`config.mk`:
```
export PLATFORM = sky130hd
export DESIGN_NAME = demux5_reg
export DESIGN_NICKNAME = d
export VERILOG_FILES = /design/src/rtl/demux5_reg.sv
export SDC_FILE = /design/constraint.sdc
export NUM_CORES = 1
export LEC_CHECK = 0
export CORE_MARGIN = 4
export CORE_UTILIZATION = 39
export CTS_BUF_LIST = sky130_fd_sc_hd__clkbuf_16
export CTS_CLUSTER_SIZE = 28
export DETAILED_ROUTE_END_ITERATION = 10
export HOLD_SLACK_MARGIN = 0.06
export PLACE_DENSITY = 0.77
export SYNTH_ARGS = -nofsm -noshare
export SYNTH_HDL_FRONTEND = slang
export SYNTH_SLANG_ARGS = --single-unit
```
`constraint.sdc`:
```
create_clock -name clk -period 1.7 [get_ports clk]
set_input_delay 0.34 -clock clk [delete_from_list [all_inputs] [get_ports clk]]
set_output_delay 0.34 -clock clk [all_outputs]
set_load 0.02 [all_outputs]
```
`src/rtl/demux5_reg.sv`:
```
// Registered 1-to-5 valid/ready stream demultiplexer with a one-entry holding register per channel.
// Optional macro DEMUX5_STRICT_SEL_EN: selects 5..7 are dropped and set a sticky sel_err flag.
module demux5_reg #(
  parameter int WIREWIDTH = 1
) (
  input  logic               clk,
  input  logic               rst_n,
  input  logic [2:0]         s,
  input  logic [WIREWIDTH:0] i,
  input  logic               i_valid,
  output logic               i_ready,
  output logic [WIREWIDTH:0] o0,
  output logic [WIREWIDTH:0] o1,
  output logic [WIREWIDTH:0] o2,
  output logic [WIREWIDTH:0] o3,
  output logic [WIREWIDTH:0] o4,
  output logic [4:0]         o_valid,
  input  logic [4:0]         o_ready,
  output logic               sel_err
);

  logic [WIREWIDTH:0] data_q [5];
  logic [4:0]         full_q;
  logic [4:0]         full_d;
  logic [4:0]         wr_en;
  logic [2:0]         ch;
  logic               sel_bad;
  logic               accept;

  always_comb begin
    ch = (s > 3'd4) ? 3'd4 : s;
`ifdef DEMUX5_STRICT_SEL_EN
    sel_bad = (s > 3'd4);
`else
    sel_bad = 1'b0;
`endif
    // An illegal select is always accepted so the producer never stalls on it.
    i_ready = sel_bad | ~full_q[ch] | o_ready[ch];
    accept  = i_valid & i_ready;
    wr_en   = '0;
    if (accept && !sel_bad) wr_en[ch] = 1'b1;
    // A drain and a reload of the same channel in one cycle keeps it full.
    full_d  = (full_q & ~o_ready) | wr_en;
  end

  always_ff @(posedge clk or negedge rst_n) begin
    if (!rst_n) begin
      full_q <= '0;
      for (int k = 0; k < 5; k++) data_q[k] <= '0;
    end else begin
      full_q <= full_d;
      for (int k = 0; k < 5; k++) begin
        if (wr_en[k]) data_q[k] <= i;
      end
    end
  end

`ifdef DEMUX5_STRICT_SEL_EN
  logic sel_err_q;
  logic sel_err_d;

  always_comb sel_err_d = sel_err_q | (accept & sel_bad);

  always_ff @(posedge clk or negedge rst_n) begin
    if (!rst_n) sel_err_q <= 1'b0;
    else        sel_err_q <= sel_err_d;
  end

  assign sel_err = sel_err_q;
`else
  assign sel_err = 1'b0;
`endif

  assign o_valid = full_q;
  assign o0      = data_q[0];
  assign o1      = data_q[1];
  assign o2      = data_q[2];
  assign o3      = data_q[3];
  assign o4      = data_q[4];

endmodule
```
# Yosys cells after proc, flatten, opt, wreduce, memory -nomap -nowiden
# Index checks and enable logic that the tools add are counted.
[totals]
reg_bits = 15
output_inout_bits = 17
wordCells = 24
[op_classes]
bitwise_logic = 6
n_mux = 8
n_reduce_logical = 1
magnitude_cmp = 3
[op_table]
columns = ["cell", "count"]
rows = [
  ["binary-select mux 1 bit (select 3 bit)", 2],
  ["bitwise AND 5 bit", 1],
  ["2-to-1 mux 5 bit", 1],
  ["inverter 5 bit", 1],
  ["OR 5 bit", 1],
  ["less-than comparator 3 x 4 -> 1 bit, second input constant", 1],
  ["demux 1 bit (select 3 bit)", 1],
  [">= comparator 3 x 1 -> 1 bit, second input constant", 1],
  ["> comparator 3 bit, second input constant", 1],
  ["2-to-1 mux 1 bit", 3],
  ["2-to-1 mux 3 bit", 1],
  ["bitwise AND 1 bit", 1],
  ["logical AND 1 bit", 1],
  ["inverter 1 bit", 1],
  ["OR 1 bit", 1],
]

# Depth between registers and ports, before layout
[logic_depth]
ltp_word = 9
mapped_depth = 3
ltp_nobuf = 3

# Least setup slack after synthesis
# No wires, ideal clock.
[synth_timing]
path_kind = "reg2out"
from = "register full_q[0], in the netlist o_valid[0]"
to = "output port i_ready"
arrival_ps = 1416
stages_incl_launch_ff = 4
path_slack_ps = -56
path_buffers = 0
path_cell_list = "dfrtp_1 nor2b_1 mux4_2 mux2i_1"
[synth_between]
elab_chain_len = 4
[synth_rtl]
columns = ["element", "line", "rtl"]
rows = [
  ["from (decl)", "23", "logic [4:0] full_q;"],
  ["from (signal assigned)", "51", "full_q <= full_d;"],
  ["binary-select mux 1 bit (select 3 bit)", "38", "i_ready = sel_bad | ~full_q[ch] | o_ready[ch];"],
  ["2-to-1 mux 1 bit (not written as such)", "38", ""],
  ["inverter 1 bit", "38", ""],
  ["OR 1 bit", "38", ""],
  ["to (decl)", "11", "output logic i_ready,"],
]
# Every way passes these cells. The select of a mux whose other input is x is not followed.

# Final worst setup path
[layout_timing]
from = "register full_q[3], in the netlist o_valid[3]"
to = "output port i_ready"
# The elaborated chain is that of the path after synthesis.

==> results.yml <==
synthesis:
  synth_top_family_by_area: "multiplexers"
  synth_area_sq_um: 664
  synth_fa_ha_area_share_pct: 0
  syn_inst: 49
  synth-seq-cells: 15
  yosys.area_share.simple_pct: 20.0
  synth_xor_area_share_pct: 0
  yosys_warnings: 0
  synth.mux.area_fraction_pct: 21.8
  ys_seq_area_share_pct: 56.5
  synth_compound_area_share_pct: 0
  syn-num-nets: 62
  ys_types: 16
  syn_area_per_cell_sq_um: 13.6
clocking:
  cts_max_path_buffers: 2
  h-tree-depth: 1
  clk_latency_ns: 0.24
  clock-sinks: 15
  cts.reportedPaths.clkPinSlew_ns: 0.05
  cts_buffers: 3
  hold_buffers: 0
  cts_tree: "done"
  clock-root-buffer: "clkbuf_16"
critical_path:
  r2r_setup_slack_ns: 0.25
  reg2reg_from: "o_valid[0]$_DFF_PN0_"
  worstSetupStartpointType: "register"
  startpoint: "o_valid[3]$_DFF_PN0_"
  crit_type: "register to primary output"
  cp.arrival_ns: 1.53
  r2r_end: "o0[1]$_DFFE_PN0P_"
  worstPathRequired_ns: 1.36
  reg2reg_depth: 5
  end_kind: "primary output"
  cp_max_fo: 2
  endpoint: "i_ready"
placed_design:
  dpl.hpwl_um: 1140
  port_buffers: 28
  placed_cells: 101
  routabilityCongestion: 0.721
power_and_ir_drop:
  vdd_drop_max_v: 0.000759
  power_density_nw_per_um2: 1090
  power.leakage_nw: 0.533
finish:
  drive_gt1_share_pct: 34.4
  n_antenna_cell: 0
  nFillCells: 102
  final_util_pct: 73.8
  fin_cells: 106
  final_nets: 104
  area_growth_syn_to_layout_pct: 73.3
die:
  chipWidth_um: 49.3
  start_util_pct: 42.6
  std_cell_rows: 14
  core_area_sq_um: 1560
  io_pins: 30
  dieArea_sq_um: 2430
  dieHeight_um: 49.3
sta:
  hold_violations: 0
  clock_skew_ns: 0.00326
  timing.fmax_mhz: 534
  fin_crit_ns: 1.87
  postLayoutSetupSlackWorst_ns: -0.172
  finalCritPeriodShare_pct: 110
  holdWs_ns: 0.405
  setup_viol: 1
  rsz0062_at_grt: "true"
  final_max_slew_viol_count: 0
global_route:
  grt_usage_pct: 16.4
  grt_max_degree: 16
  grt-ovfl-total: 0
  antenna_found_initial: 0
  grt_pass1_vias: 612
  grt_pass1_wl_um: 3000
drt:
  num_vias: 510
  first_pass_iters: 4
  vias_per_cell: 4.81
  ant_nets: 0
  drc: 0
  wire_per_inst_um: 15.6
  first_iter_violations: 2
  routed_wl_um: 1660
run_status:
  status: "finished, violations left"
  violations: "setup timing"
job:
  maxCapViolCount: 0
hold_path:
  hold_path.class: "primary input to async pin"
==> state kept, by name, indices dropped and copies added, names as in the netlist <==
| signal | count |
|---|---|
| o_valid | 5 |
| o0 | 2 |
| o1 | 2 |
| o2 | 2 |
| o3 | 2 |
| o4 | 2 |
==> layout make-up <==
| class | count | area [sq um] | area share [%] |
|---|---|---|---|
| Tap cell | 16 | 20.0 | 1.74 |
| Clock inverter | 1 | 3.75 | 0.326 |
| Clock buffer | 3 | 75.1 | 6.52 |
| Sequential cell | 15 | 375 | 32.6 |
| Timing Repair Buffer | 38 | 352 | 30.5 |
| Multi-Input combinational cell | 33 | 325 | 28.3 |
==> per-stage QoR <==
stage / setup slack [ns] / TNS, ns / cell area [sq um] / power, mW
after floorplan: 0.0517 / 0 / 677 / 0.600
after global placement: -0.780 / -1.94 / 1040 / 0.787
after detailed placement: -0.783 / -2.16 / 1040 / 0.795
after CTS: -0.186 / -0.186 / 1130 / 1.26
after global routing: -0.212 / -0.212 / 1150 / 1.31
final: -0.172 / -0.172 / 1150 / 1.25
==> critical path, cell delays in order (launching register included) <==
cell     delay, ns
dfrtp_1       0.38
nor2b_4       0.13
mux4_2        0.49
mux2i_4       0.16
buf_6         0.13
==> worst min path at each step <==
stage                     slack (ns)  cells after the start                 to
after floorplan                 0.04                      0  o0[0]$_DFFE_PN0P_
after global placement          0.47                      1  o0[1]$_DFFE_PN0P_
after detailed placement        0.49                      1  o0[1]$_DFFE_PN0P_
after CTS                       0.41                      2  o3[1]$_DFFE_PN0P_
after global routing            0.43                      2  o3[1]$_DFFE_PN0P_
final                           0.41                      2  o3[1]$_DFFE_PN0P_
==> cell usage in the layout, fill, tap and decap left out, drive strengths merged <==
cell type      instances
nand2b                 3
mux4                   1
nor2                   1
conb                   1
mux2                  10
buf                   11
nand3                  1
or2                    2
nor2b                  6
clkbuf                 3
clkdlybuf4s50         20
dlymetal6s2s           1
nand2                  3
dfrtp                 15
and4bb                 1
mux2i                  1
dlygate4sd2            6
inv                    1
nand4                  1
nor3b                  2
==> repair_timing <==
| action | in CTS | in global routing |
|---|---|---|
| buffers inserted | 1 | 0 |
| setup endpoints to repair | 2 | 3 |
| resized for setup | 15 | 5 |
==> kinds of logic (layout without fill, tap and decap cells) <==
| group | Yosys count | after routing |
|---|---|---|
| other | 1 | 1 |
| buffers and inverters | 1 | 42 |
| AND/OR/NAND/NOR | 20 | 20 |
| flip-flops | 15 | 15 |
| multiplexers | 12 | 12 |
==> cells in the mapped netlist <==
cell / n / share of area [%]
dfrtp_1: 15 / 56
buf_4: 1 / 1.1
nand3_1: 1 / 0.75
and4bb_1: 1 / 1.9
conb_1: 1 / 0.56
nor2b_1: 6 / 5.7
nand2_1: 3 / 1.7
nand4_1: 1 / 0.94
nor2_1: 1 / 0.56
nor3b_2: 2 / 3.8
mux2i_1: 1 / 1.5
nand2b_1: 3 / 2.8
mux4_2: 1 / 3.4
mux2_1: 2 / 3.4
mux2_2: 8 / 14
or2_2: 2 / 1.9
==> power breakdown <==
| group | switching (mW) | internal, mW |
|---|---|---|
| combinational | 0.159 | 0.194 |
| clock | 0.138 | 0.311 |
| sequential | 0.0325 | 0.417 |
==> per-layer routing <==
| layer | up-vias | GRT usage, % | part of all wire (%) |
|---|---|---|---|
| li1 | 249 | - | - |
| met1 | 236 | 17.8 | 41 |
| met2 | 23 | 28.3 | 50 |
| met3 | 2 | 7.03 | 8.9 |
| met4 | 0 | 5.69 | 0.24 |
| met5 | - | 0 | 0 |
Power figures use the tool's default switching activity.
